**config.mk**
```make
export PLATFORM = sky130hd
export DESIGN_NAME = fetch_unit
export DESIGN_NICKNAME = d
export VERILOG_FILES = /design/src/rtl/fetch_unit.sv
export SDC_FILE = /design/constraint.sdc
export NUM_CORES = 1
export LEC_CHECK = 0
export ABC_AREA = 0
export BUFFER_PORTS_ARGS = -buffer_cell sky130_fd_sc_hd__buf_2
export CELL_PAD_IN_SITES_DETAIL_PLACEMENT = 0
export CELL_PAD_IN_SITES_GLOBAL_PLACEMENT = 2
export CORE_MARGIN = 4
export CORE_UTILIZATION = 40
export CTS_CLUSTER_SIZE = 14
export DETAILED_ROUTE_END_ITERATION = 8
export PLACE_DENSITY = 0.87
export RECOVER_POWER = 100
export SETUP_SLACK_MARGIN = 0.05
export SLEW_MARGIN = 20
export SYNTH_ARGS = -nofsm -noshare
export SYNTH_HDL_FRONTEND = slang
export SYNTH_SLANG_ARGS = --single-unit
```
**constraint.sdc**
```tcl
create_clock -name clk -period 10.4 [get_ports clk]
set_input_delay 1.56 -clock clk [delete_from_list [all_inputs] [get_ports clk]]
set_output_delay 1.56 -clock clk [all_outputs]
set_load 0.1 [all_outputs]
```
**src/rtl/fetch_unit.sv**
```systemverilog
// fetch_unit: PC generation, ROM word reads and a small {pc, inst} buffer
// feeding decode over valid/ready, with redirect flush and response kill.
module fetch_unit #(
   parameter int unsigned ADDR_WIDTH = 16,
   parameter logic [31:0] RESET_PC   = 32'h0000_0000,
   parameter int unsigned FIFO_DEPTH = 2
) (
   input  logic                  clk,
   input  logic                  rst,
   output logic                  rom_ce,
   output logic [ADDR_WIDTH-1:0] rom_addr,
   output logic                  rom_rst_n,
   input  logic [31:0]           rom_rdata,
   input  logic                  rom_rdata_valid,
   input  logic                  redirect_valid,
   input  logic [31:0]           redirect_pc,
   output logic                  inst_valid,
   output logic [31:0]           inst_data,
   output logic [31:0]           inst_pc,
   input  logic                  inst_ready
);

   localparam int unsigned PW = (FIFO_DEPTH > 2) ? 2 : 1;
   localparam int unsigned CW = PW + 1;
   localparam logic [CW:0] DEPTH_C = (CW + 1)'(FIFO_DEPTH);
   localparam logic [31:0] NOP = 32'h0000_0013;

   logic [31:0]   fetch_pc_q, fetch_pc_d;
   logic          inflight_q, inflight_d;
   logic [31:0]   inflight_pc_q, inflight_pc_d;
   logic          kill_q, kill_d;
   logic [CW-1:0] count_q, count_d;
   logic [PW-1:0] rd_q, rd_d;
   logic [PW-1:0] wr_q, wr_d;
   logic [31:0]   pc_q   [FIFO_DEPTH];
   logic [31:0]   inst_q [FIFO_DEPTH];

   logic          pop;
   logic          push;
   logic [CW:0]   occ;
   logic          unused_bits;

   assign unused_bits = ^{fetch_pc_q[1:0], redirect_pc[1:0]};

   assign rom_rst_n  = ~rst;
   assign rom_addr   = fetch_pc_q[ADDR_WIDTH+1:2];
   assign inst_valid = !rst && (count_q != '0);
   assign inst_data  = inst_q[rd_q];
   assign inst_pc    = pc_q[rd_q];
   assign pop        = inst_valid && inst_ready;

   // Credit check: outstanding read plus buffered entries must leave room.
   always_comb begin
      occ    = {{CW{1'b0}}, inflight_q} + {1'b0, count_q}
             - {{CW{1'b0}}, pop};
      rom_ce = !rst && !redirect_valid && (occ < DEPTH_C);
      push   = inflight_q && rom_rdata_valid && !kill_q && !redirect_valid;
   end

   // Next-state: redirect overrides issue, push and pop bookkeeping.
   always_comb begin
      fetch_pc_d    = fetch_pc_q;
      inflight_d    = 1'b0;
      inflight_pc_d = inflight_pc_q;
      kill_d        = 1'b0;
      count_d       = count_q;
      rd_d          = rd_q;
      wr_d          = wr_q;
      if (redirect_valid) begin
         fetch_pc_d = {redirect_pc[31:2], 2'b00};
         kill_d     = inflight_q;
         count_d    = '0;
         rd_d       = '0;
         wr_d       = '0;
      end else begin
         if (rom_ce) begin
            inflight_d    = 1'b1;
            inflight_pc_d = fetch_pc_q;
            fetch_pc_d    = fetch_pc_q + 32'd4;
         end
         if (push) wr_d = wr_q + PW'(1);
         if (pop)  rd_d = rd_q + PW'(1);
         unique case ({push, pop})
            2'b10:   count_d = count_q + CW'(1);
            2'b01:   count_d = count_q - CW'(1);
            default: count_d = count_q;
         endcase
      end
   end

   // Control state registers.
   always_ff @(posedge clk) begin
      if (rst) begin
         fetch_pc_q    <= {RESET_PC[31:2], 2'b00};
         inflight_q    <= 1'b0;
         inflight_pc_q <= '0;
         kill_q        <= 1'b0;
         count_q       <= '0;
         rd_q          <= '0;
         wr_q          <= '0;
      end else begin
         fetch_pc_q    <= fetch_pc_d;
         inflight_q    <= inflight_d;
         inflight_pc_q <= inflight_pc_d;
         kill_q        <= kill_d;
         count_q       <= count_d;
         rd_q          <= rd_d;
         wr_q          <= wr_d;
      end
   end

   // Buffer storage: written on push, reset to a NOP at pc 0.
   always_ff @(posedge clk) begin
      if (rst) begin
         for (int i = 0; i < FIFO_DEPTH; i++) begin
            pc_q[i]   <= '0;
            inst_q[i] <= NOP;
         end
      end else if (push) begin
         pc_q[wr_q]   <= inflight_pc_q;
         inst_q[wr_q] <= rom_rdata;
      end
   end

endmodule
```
## Yosys cells after proc, flatten, opt, wreduce, memory -nomap -nowiden

Memory sizes are Yosys's and may differ from the RTL's. A register that Yosys moved wholly into a read port is not among the register bits.
Index checks and enable logic that the tools add are counted.

- Bits in registers: 70
- Bits in writable memories: 128
- Input bits: 69
- Output and inout port bits: 83
- Logic and storage cells: 59
- Memories kept: 2

- $add $sub $neg: 7
- $lt $le $gt $ge: 1
- Equal/unequal tests: 2
- Multiplexer cells: 19
- Bitwise logic cells: 2
- Reduce and logical (&&, ||, !) cells: 18

Memories:

| name | words | bits a word | rd ports | clocked after memory_dff | write ports | line | source |
|---|---|---|---|---|---|---|---|
| inst_q | 2 | 32 | 1 | 1 | 2 | 36 | `logic [31:0] inst_q [FIFO_DEPTH];` |
| pc_q | 2 | 32 | 1 | 1 | 2 | 35 | `logic [31:0] pc_q [FIFO_DEPTH];` |

Operators with widths:

| operator | count |
|---|---|
| $mux 32 | 4 |
| $reduce_or 32->1 | 2 |
| $add 32x3->32 const B | 1 |
| $mux 1 | 14 |
| $logic_and 1x1->1 | 7 |
| $reduce_bool 2->1 | 3 |
| $pmux 2 s2 | 1 |
| $reduce_or 2->1 | 2 |
| $add 1x2->3 | 1 |
| $logic_not 1->1 | 3 |
| $lt 3x2->1 const B | 1 |
| $sub 3x1->3 | 1 |
| $add 1x1->1 const B | 2 |
| $add 2x1->2 const B | 1 |
| $eq 2x1->1 const B | 1 |
| $eq 2x2->1 const B | 1 |
| $not 1->1 | 2 |
| $reduce_and 2->1 | 1 |
| $sub 2x1->2 const B | 1 |

## Logic depth before layout (Yosys ltp)

Gate-level depths: netlist of run 1.

- Word-level depth: 8
- Mapped depth: 13
- Depth with buffers taken out: 12

## Least setup slack after synthesis of run 1

No wires, ideal clock.

- Kind: input to register
- Start point: in redirect_valid
- End point: mem inst_q[0][0], enable pin
- Library setup time: 0.568 ns
- Arrival: 6.166 ns
- Required time: 9.832 ns
- Path slack: 3.667 ns
- Stages on the path: 2
- Buffers on the path: 0
- Cells stage by stage: nand4bb_4 > o21ai_0

RTL lines:

| element | line | source |
|---|---|---|
| from (decl) | 15 | `input logic redirect_valid,` |
| to (decl) | 36 |  |

==> qor.csv, run 1 <==
stage;metric;value;unit
critical_path;WP data required;10360;ps
drt;Vias/cell;4.993;
clocking;clock latency on the worst-skew pair;420;ps
final_layout;Multi-input gate area;3226;µm²
critical_path;CP Launch Type;input pin;
critical_path;Worst path most repeated cell;clkbuf_1;
timing;endpoints failing setup;0;
yosys;Synth Instances;750;
floorplanning;Die X;155.4;µm
timing;worst-margin pin slew;3801;ps
critical_path;crit path cell chain;buf_2 -> clkbuf_1 -> nand4bb_1 -> o21ai_0 -> clkbuf_1;
floorplanning;Starting Density;40.95;%
power;NetSw;0.0004728;W
timing;skew final;13.79;ps
critical_path;Max Fanout on Critical Path;54;
yosys;Syn. warnings;0;
drt;Initial DRT Pass Iterations;4;
timing;Fin Hold WS;460.8;ps
critical_path;WS Path Type;input pin to flop;
clocking;hold_buf cts;0;
clocking;root cell of the clock tree;clkbuf_16;
yosys;Synth Flop Type;edfxtp_1;
yosys;Synth area leaders;edfxtp_1 43%, dfxtp_1 15%, and2_1 8.6%, mux2_2 8.3%, nand2_1 3.6%;
timing;post-route setup TNS;0;ps
global_route;GRT overflow;0;
power;Comb power frac;11.9;%
timing;FMAX;0.1487;GHz
power;Clock power frac;39.2;%
final_layout;n_diodes;0;
global_route;Global Route Usage Sum;15.95;%
floorplanning;row cnt;53;
drt;Residual DRC;0;
job;total of max-cap violations;7;
final_layout;area delta synth->final;14.77;%
final_layout;fraction of layout cells with a size suffix above 1;19.98;%
clocking;CTS tree;built;
yosys;EDFF count, synth;124;
clocking;clk sinks;191;
power;VDD IR max;0.09937;mV
global_route;initial antenna violation count;0;
critical_path;slowest cell on the critical path;clkbuf_1;
power;power per cell area;175.9;nW/µm²
critical_path;Crit path largest cell delay;2310;ps
critical_path;CP endpoint kind;flop;
final_layout;Post-Layout Cell Count;1151;
floorplanning;Die ar.;24150;µm²
yosys;Seq/Total Area, Yosys;58.29;%
critical_path;CP arrival;6680;ps
power;Sw Share;26.96;%
drt;Post-Route WL;19.33;mm
timing;RSZ-0062 raised after global routing;no;
timing;Hold Fails Final Rpt;0;
placement;DPL Wire Length;12.04;mm
clocking;H-tree levels;4;
yosys;Async SR Flop Fraction;0;%
final_layout;register area;5066;µm²
global_route;first-pass GRT wire length;30.57;mm
floorplanning;Die Y;155.4;µm
placement;worst slack, placed;4020;ps
drt;DR iter-0 viols;349;
clocking;buffers inserted by post-CTS timing repair;0;
drt;antenna-violating nets left;0;
status;status;finished with violations;
placement;GPL Wtd Cong;0.7328;
yosys;flops & latches, synth;191;
final_layout;fin nets;936;
global_route;pin count of the biggest net entering global routing;71;
clocking;post-CTS sizing;0;
worst_hold_path;worst min-delay path class;flop to flop;
timing;Final WS setup;3675;ps
final_layout;# fillers;2041;
timing;clock period minus worst slack;6725;ps
yosys;Synth Area per Inst;11.59;µm²
timing;fin crit share;64.66;%
floorplanning;I/O pins;152;
timing;Max Slew Vio Count;380;
timing;Max transition margin;-153.4;%
clocking;CTS max path bufs;2;
drt;WL per Instance;16.79;µm
power;Flop pwr share;48.9;%
power;P_leak;3.527;nW
yosys;Yosys top cell area share;42.85;%
placement;Port Buffers;147;
status;failing checks;max-capacitance violations, max-slew violations;
yosys;Mapped Area;8690;µm²
clocking;total CTS buffers;17;
power;Internal Power;0.001281;W
clocking;Reg clk slew, reported paths;70;ps
global_route;vias in the first global route;5631;
drt;DR vias;5747;
yosys;dominant cell type by area after synthesis;edfxtp_1;
yosys;Cell variety after synth;62;
floorplanning;total core area;21220;µm²
placement;Cells after DPL;1119;
==> sequential cells by signal, summed over array words and instances (netlist names), named ones only <==
register,flops
inst_q,64
pc_q,60
fetch_pc_q,30
inflight_pc_q,30
count_q,2
inflight_q,1
kill_q,1
rd_q,1
wr_q,1
==> metrics by stage <==
step	total power [W]	cell area [µm²]	util, %
floorplan	0.001045	8693	-
global placement	0.001086	9517	44.85
detailed placement	0.001089	9517	44.85
CTS	0.001776	10130	47.76
global route	0.001818	9973	47.00
finish	0.001754	9973	47.00
==> worst max-delay path: cells and delay by family <==
kind / cells / cell delay, ps
AO/OA/AOI/OAI: 1 / 1100
AND/OR/NAND/NOR: 1 / 690
buffers and inverters: 3 / 3270
==> metal layers <==
layer  track usage, %  routed length (µm)  vias to the layer above  share of wire, %
met2            25.59                9054                      157                47
li1                 -                   -                     2862                 -
met5                0                   0                        -                 0
met3            2.837                1002                       15               5.2
met4            4.794                 206                        0               1.1
met1            22.18                9068                     2713                47
==> layout make-up <==
type | count | area share, %
sequential | 191 | 50.80
multi-input combinational | 488 | 32.34
timing repair buffer | 157 | 6.913
clock buffer | 20 | 4.378
tap | 275 | 3.450
clock inverter | 12 | 1.819
inverter | 8 | 0.3011
==> logic make-up after synthesis <==
| group | Yosys count | share of synthesized area, % |
|---|---|---|
| multiplexers | 65 | 8.409 |
| buffers and inverters | 72 | 4.449 |
| AND/OR/NAND/NOR | 304 | 20.04 |
| adder cells (fa/ha/maj) | 4 | 0.6624 |
| flip-flops | 191 | 58.29 |
| other | 1 | 0.04316 |
| AO/OA/AOI/OAI | 100 | 6.796 |
| XOR/XNOR | 13 | 1.310 |
==> path summary, 6_finish.rpt <==
check                                      start                to  slack, ps  cells past startpoint
worst max register to register        count_q[1]    fetch_pc_q[19]       5530                     14
worst min-delay path            inflight_pc_q[9]  inflight_pc_q[9]        460                      2
worst max-delay path              redirect_valid        pc_q[0][8]       3680                      5
worst min register to register  inflight_pc_q[9]  inflight_pc_q[9]        460                      2
==> power groups by stage <==
stage	logic, W	registers (W)	clock network [W]
global placement	0.000215	0.000872	0
finish	0.000209	0.000858	0.000687
floorplan	0.000178	0.000867	0
CTS	0.000216	0.000856	0.000704
global route	0.000221	0.000862	0.000735
detailed placement	0.000216	0.000873	0
==> synthesized netlist by cell type (3+ instances only) <==
cell	number
buf_4	18
nand3_1	16
a22oi_1	9
and4_1	3
buf_2	7
xnor2_1	6
nand2b_1	7
nand4_1	6
edfxtp_1	124
dfxtp_1	67
o21ai_0	15
a21oi_1	48
xor2_1	7
nand3_2	3
and2_1	120
or3_1	10
nor3_1	14
a31oi_1	8
inv_1	7
nor2b_1	9
ha_1	3
nor4_1	3
mux2_2	64
nand2_1	84
clkbuf_1	30
a32oi_1	3
clkbuf_2	3
o22ai_1	4
nor2_1	11
==> placed cells by master (no fill, tap or decap), drive strengths merged, types with 3 or more instances in the layout <==
| cell type | count |
|---|---|
| edfxtp | 124 |
| and2 | 121 |
| clkbuf | 103 |
| nand2 | 84 |
| buf | 74 |
| dfxtp | 67 |
| mux2 | 64 |
| a21oi | 48 |
| nand3 | 19 |
| o21ai | 15 |
| nor3 | 14 |
| nor2 | 12 |
| or3 | 10 |
| inv | 10 |
| nor2b | 9 |
| a22oi | 9 |
| a31oi | 8 |
| nand4 | 8 |
| nand2b | 7 |
| xor2 | 7 |
| xnor2 | 6 |
| nor4 | 6 |
| and4 | 5 |
| o22ai | 4 |
| bufinv | 4 |
| a32oi | 3 |
| ha | 3 |
| clkinvlp | 3 |
| clkinv | 3 |
Note: power is estimated with default switching activity, not from simulation.
==> run 2, diff against run 1 <==
- CORE_UTILIZATION: 40 -> 37
- PLACE_DENSITY: 0.87 -> 0.81
- clock period: 10.4 -> 6.85 ns (I/O delays scaled with it)
==> run 2 against run 1 <==
Worst setup slack got worse by 1900 ps. Hold slack got worse by 0.56 ps. The flow still finishes with violations (max-capacitance violations, max-slew violations). Critical path depth is 1 higher. First-iteration DRC count is 11% higher. Power up 46%.
==> qor.csv, run 2 (synthesis results as in run 1) <==
stage;metric;value;unit;change
final_layout;n_diodes;0;;unchanged
clocking;H-tree levels;4;;unchanged
final_layout;register area;5065;µm²;about the same
power;VDD IR max;0.1448;mV;+46%
status;failing checks;max-capacitance violations, max-slew violations;;
floorplanning;Die X;161.3;µm;+3.8%
floorplanning;total core area;22850;µm²;+7.7%
job;total of max-cap violations;5;;-2
global_route;initial antenna violation count;0;;unchanged
placement;Port Buffers;147;;unchanged
timing;FMAX;0.1966;GHz;
critical_path;worst reg-to-reg path cell count;13;;-1
critical_path;CP delay by family, top;buffers and inverters;;
critical_path;crit path cell chain;buf_2 -> clkbuf_1 -> nor2_1 -> nand3_1 -> clkinv_1 -> clkbuf_1;;
power;Flop pwr share;50.9;%;+2.0 points
clocking;CTS max path bufs;2;;unchanged
floorplanning;I/O pins;152;;unchanged
critical_path;Buf/Inv on CP;4;;+1
critical_path;slowest cell on the critical path;clkbuf_1;;
final_layout;Most flops, register;inst_q;;
final_layout;Multi-input gate area;3237;µm²;+0.35%
power;Comb power frac;12.5;%;+0.6 points
clocking;clock latency on the worst-skew pair;430;ps;about the same
final_layout;# fillers;2277;;+12%
timing;Final WS setup;1764;ps;-1911 ps
final_layout;fraction of layout cells with a size suffix above 1;20.55;%;+0.57 points
clocking;total CTS buffers;17;;unchanged
final_layout;most frequent cells in the layout;124 x edfxtp_1, 86 x clkbuf_1, 83 x nand2_1;;
timing;post-route setup TNS;0;ps;unchanged
timing;fin crit share;74.25;%;
status;status;finished with violations;;
critical_path;CP endpoint kind;output port;;
power;Sw Share;28.74;%;+1.8 points
clocking;hold_buf cts;0;;unchanged
floorplanning;Die Y;161.3;µm;+3.8%
critical_path;Worst path most repeated cell;clkbuf_1;;
timing;skew final;11.71;ps;-2.083 ps
drt;Vias/cell;4.850;;-2.9%
clocking;buffers inserted by post-CTS timing repair;0;;unchanged
drt;DR iter-0 viols;387;;+11%
final_layout;area delta synth->final;14.63;%;
clocking;CTS tree;built;;
final_layout;leading cell type in the layout, fill and taps excluded;edfxtp_1;;
timing;Max transition margin;-73.41;%;+80 points
global_route;GRT overflow;0;;unchanged
critical_path;reg2reg start;count_q[1];;
drt;Residual DRC;0;;unchanged
final_layout;max reg flops;64;;unchanged
clocking;clk sinks;191;;unchanged
final_layout;top flop regs;inst_q x64, pc_q x60;;
worst_hold_path;worst min-delay path class;flop to flop;;
floorplanning;row cnt;55;;+3.8%
critical_path;worst r2r dst;fetch_pc_q[19];;
floorplanning;Starting Density;38.03;%;-2.9 points
critical_path;WP data required;5820;ps;-4540 ps
global_route;vias in the first global route;5832;;+3.6%
critical_path;flop2flop setup slack;2290;ps;-3240 ps
timing;RSZ-0062 raised after global routing;no;;
power;Internal Power;0.001821;W;+42%
timing;endpoints failing setup;0;;unchanged
clocking;root cell of the clock tree;clkbuf_16;;
critical_path;crit path from;redirect_valid;;
global_route;pin count of the biggest net entering global routing;70;;-1.4%
timing;Hold Fails Final Rpt;0;;unchanged
drt;Post-Route WL;20.20;mm;+4.5%
critical_path;CP Launch Type;input pin;;
timing;clock period minus worst slack;5086;ps;
drt;WL per Instance;16.99;µm;+1.2%
power;P_leak;3.517;nW;-0.27%
critical_path;CP arrival;4060;ps;-2620 ps
placement;GPL Wtd Cong;0.7309;;-0.26%
clocking;post-CTS sizing;0;;unchanged
worst_hold_path;HP Start;inflight_pc_q[14];;
drt;DR vias;5767;;+0.35%
global_route;first-pass GRT wire length;32.55;mm;+6.5%
critical_path;WP depth;6;;+1
critical_path;crit path capture;rom_ce;;
power;NetSw;0.0007344;W;+55%
global_route;Global Route Usage Sum;15.70;%;-0.25 points
critical_path;WS Path Type;input pin to output port;;
drt;Initial DRT Pass Iterations;4;;unchanged
power;Clock power frac;36.6;%;-2.6 points
timing;Max Slew Vio Count;289;;-24%
placement;worst slack, placed;2625;ps;-1395 ps
critical_path;Max Fanout on Critical Path;53;;-1.9%
timing;worst-margin pin slew;2601;ps;-1200 ps
critical_path;Crit path largest cell delay;1670;ps;-640 ps
clocking;Reg clk slew, reported paths;70;ps;about the same
floorplanning;Die ar.;26000;µm²;+7.7%
placement;DPL Wire Length;12.36;mm;+2.7%
power;power per cell area;256.5;nW/µm²;+46%
final_layout;fin nets;936;;unchanged
drt;antenna-violating nets left;0;;unchanged
==> run 2: worst register-to-register path, stage by stage (launching register included) <==
cell and delay (ps):
dfxtp_1 440, nor2_1 70, nor2_1 100, and2_1 210
ha_1 240, nand2b_1 150, fa_1 380, xnor2_1 190
nand3_1 160, clkinv_1 150, clkbuf_1 1510, nand2_1 310
or3_1 420, a31oi_1 160
==> run 2: power by group through the flow <==
stage	Sequential (W)	Combinational [W]	Clock (W)
after global routing	0.00131	0.000338	0.00100
after global placement	0.00132	0.000329	0
after CTS	0.00130	0.000330	0.000958
final	0.00130	0.000319	0.000935
after detailed placement	0.00133	0.000329	0
after floorplan	0.00132	0.000270	0
==> run 2: metal layers <==
metal | track usage (%) | up-vias | wire length, µm
met4 | 4.071 | 0 | 190
li1 | - | 2859 | -
met3 | 3.215 | 14 | 952
met2 | 25.59 | 139 | 9447
met1 | 21.54 | 2755 | 9609
met5 | 0 | - | 0
==> run 2: through the flow <==
stage,instance area (µm²),instances,utilization (%),hold slack [ps],total power (W)
finish,9961,1189,43.60,460.2,0.002555
global placement,9564,1157,41.86,448.1,0.001653
global route,9961,1189,43.60,479.7,0.002650
CTS,10110,1189,44.24,465.5,0.002587
detailed placement,9564,1157,41.86,455.5,0.001655
floorplan,8693,751,-,440.1,0.001587
==> run 2: worst min path at each step <==
stage                                    to  slack (ps)  depth (start not counted)
final                     inflight_pc_q[14]         460                          2
after global routing      inflight_pc_q[12]         480                          2
after CTS                 inflight_pc_q[12]         470                          2
after detailed placement   inflight_pc_q[6]         460                          2
after global placement    inflight_pc_q[24]         450                          2
after floorplan           inflight_pc_q[10]         440                          2
==> run 2: cell type report <==
type	count	share of cell area [%]
repair buffers	157	6.971
well taps	313	3.932
inverters	8	0.3015
multi-input cells	488	32.50
clock inverters	11	0.8165
clock buffers	21	4.635
flip-flops and latches	191	50.85
==> run 3, diff against run 2 <==
- clock period: 6.85 -> 5.08 ns (I/O delays scaled with it)
==> run 3 against run 2 <==
Core utilization grew 0.46 points. Non-clock buffer count grew 1. Die area is the same. Critical path depth grew 4. Flip-flop and latch count is the same. Combinational power grew 35%. The flow still finishes with violations (max-capacitance violations, max-slew violations). Final area grew 1.1%. Clock power grew 48%.
==> qor.csv, run 3 (synthesis results as in run 1) <==
stage;metric;value;unit;change
worst_hold_path;HP Start;inflight_pc_q[22];;
drt;Residual DRC;0;;unchanged
timing;Fin Hold WS;460.7;ps;+0.4910 ps
floorplanning;Die Y;161.3;µm;unchanged
timing;fin crit share;83.56;%;
global_route;vias in the first global route;5684;;-2.5%
power;P_leak;3.627;nW;+3.1%
critical_path;worst r2r dst;fetch_pc_q[12];;
global_route;first-pass GRT wire length;32.26;mm;-0.87%
floorplanning;row cnt;55;;unchanged
critical_path;reg2reg start;count_q[1];;
critical_path;CP endpoint kind;output port;;
critical_path;WP data required;4320;ps;-1500 ps
clocking;clock latency on the worst-skew pair;430;ps;about the same
power;VDD IR max;0.1953;mV;+35%
drt;Post-Route WL;19.93;mm;-1.3%
drt;DR vias;5769;;+0.035%
final_layout;fraction of layout cells with a size suffix above 1;24.17;%;+3.6 points
clocking;CTS tree;built;;
final_layout;n_diodes;0;;unchanged
clocking;clk sinks;191;;unchanged
timing;Max Slew Vio Count;175;;-39%
clocking;post-CTS sizing;0;;unchanged
drt;antenna-violating nets left;0;;unchanged
floorplanning;Die X;161.3;µm;unchanged
power;power per cell area;354.0;nW/µm²;+38%
timing;Max transition margin;-61.66;%;+12 points
global_route;pin count of the biggest net entering global routing;70;;unchanged
timing;clock period minus worst slack;4245;ps;
critical_path;Max Fanout on Critical Path;4;;-92%
critical_path;worst reg-to-reg path cell count;12;;-1
final_layout;leading cell type in the layout, fill and taps excluded;edfxtp_1;;
drt;Initial DRT Pass Iterations;4;;unchanged
global_route;Global Route Usage Sum;15.62;%;-0.084 points
floorplanning;total core area;22850;µm²;unchanged
critical_path;crit path from;count_q[1];;
job;total of max-cap violations;5;;unchanged
drt;Vias/cell;4.848;;about the same
drt;DR iter-0 viols;298;;-23%
worst_hold_path;Hold Path Sink;inflight_pc_q[22];;
clocking;CTS max path bufs;2;;unchanged
timing;skew final;14.35;ps;+2.637 ps
final_layout;Final Cell Area;10070;µm²;+1.1%
critical_path;CP arrival;3480;ps;-580 ps
clocking;Reg clk slew, reported paths;70;ps;about the same
placement;DPL Wire Length;12.94;mm;+4.7%
worst_hold_path;worst min-delay path class;flop to flop;;
global_route;GRT overflow;0;;unchanged
floorplanning;Starting Density;38.03;%;unchanged
critical_path;WS Path Type;flop to output port;;
timing;post-route setup TNS;0;ps;unchanged
global_route;initial antenna violation count;0;;unchanged
power;Pwr Total;0.003563;W;+39%
clocking;buffers inserted by post-CTS timing repair;0;;unchanged
timing;FMAX;0.2356;GHz;
timing;RSZ-0062 raised after global routing;no;;
placement;DP Area;9574;µm²;+0.10%
status;failing checks;max-capacitance violations, max-slew violations;;
timing;Hold Fails Final Rpt;0;;unchanged
placement;GPL Wtd Cong;0.7321;;+0.16%
final_layout;max reg flops;64;;unchanged
clocking;H-tree levels;4;;unchanged
final_layout;most frequent cells in the layout;124 x edfxtp_1, 98 x buf_2, 84 x nand2_1;;
floorplanning;I/O pins;152;;unchanged
worst_hold_path;hold depth;2;;unchanged
placement;Port Buffers;147;;unchanged
timing;endpoints failing setup;0;;unchanged
timing;worst-margin pin slew;2416;ps;-185.2 ps
status;status;finished with violations;;
final_layout;area delta synth->final;15.84;%;
clocking;total CTS buffers;17;;unchanged
clocking;root cell of the clock tree;clkbuf_16;;
final_layout;Most flops, register;inst_q;;
critical_path;flop2flop setup slack;1190;ps;-1100 ps
final_layout;top flop regs;inst_q x64, pc_q x60;;
drt;WL per Instance;16.75;µm;-1.4%
floorplanning;Die ar.;26000;µm²;unchanged
final_layout;fin nets;937;;+0.11%
clocking;hold_buf cts;0;;unchanged
critical_path;CP Launch Type;flop;;
run 3: cell type report:
type	count	area, µm²
Timing Repair Buffer	158	735.7
Sequential cell	191	5065
Multi-Input combinational cell	488	3226
Tap cell	313	391.6
Inverter	8	30.03
Clock buffer	25	563.0
Fill cell	2212	12780
Clock inverter	7	55.05
run 3: how the worst max path moves through the flow:
stage	end	slack (ps)	cells after the start
final	rom_ce	840	10
after global placement	inst_q[1][12]	1420	5
after global routing	inst_pc[13]	600	3
after CTS	rom_ce	1310	10
after floorplan	rom_ce	520	10
after detailed placement	inst_q[1][12]	1400	5
run 3: stage by stage:
| step | cells | util [%] | worst slack, ps |
|---|---|---|---|
| 2_1_floorplan | 751 | - | 524.8 |
| 3_3_place_gp | 1158 | 41.91 | 1417 |
| 3_5_place_dp | 1158 | 41.91 | 1395 |
| 4_1_cts | 1190 | 44.61 | 1307 |
| 5_1_grt | 1190 | 44.06 | 604.6 |
| 6_report | 1190 | 44.06 | 835.3 |
run 3: critical path, stage by stage (launching register included):
cell      delay [ps]
dfxtp_1          450
nor2_1            80
nor2_2            90
and2_0           240
ha_1             260
nand2b_1         150
fa_1             380
xnor2_1          230
nand3_2          140
clkinv_1         100
clkbuf_1         920
run 3: power by group:
group          total, W  internal (W)  switching (W)
Sequential      0.00175       0.00171      0.0000422
Combinational  0.000432     0.0000825       0.000350
Clock           0.00138      0.000785       0.000594
run 3: layer usage:
metal  global-route usage (%)  vias up  wire [µm]
met4                    3.645        0        172
met5                        0        -          0
li1                         -     2868          -
met1                    22.31     2742       9554
met2                    24.60      146       9196
met3                    3.241       13       1008
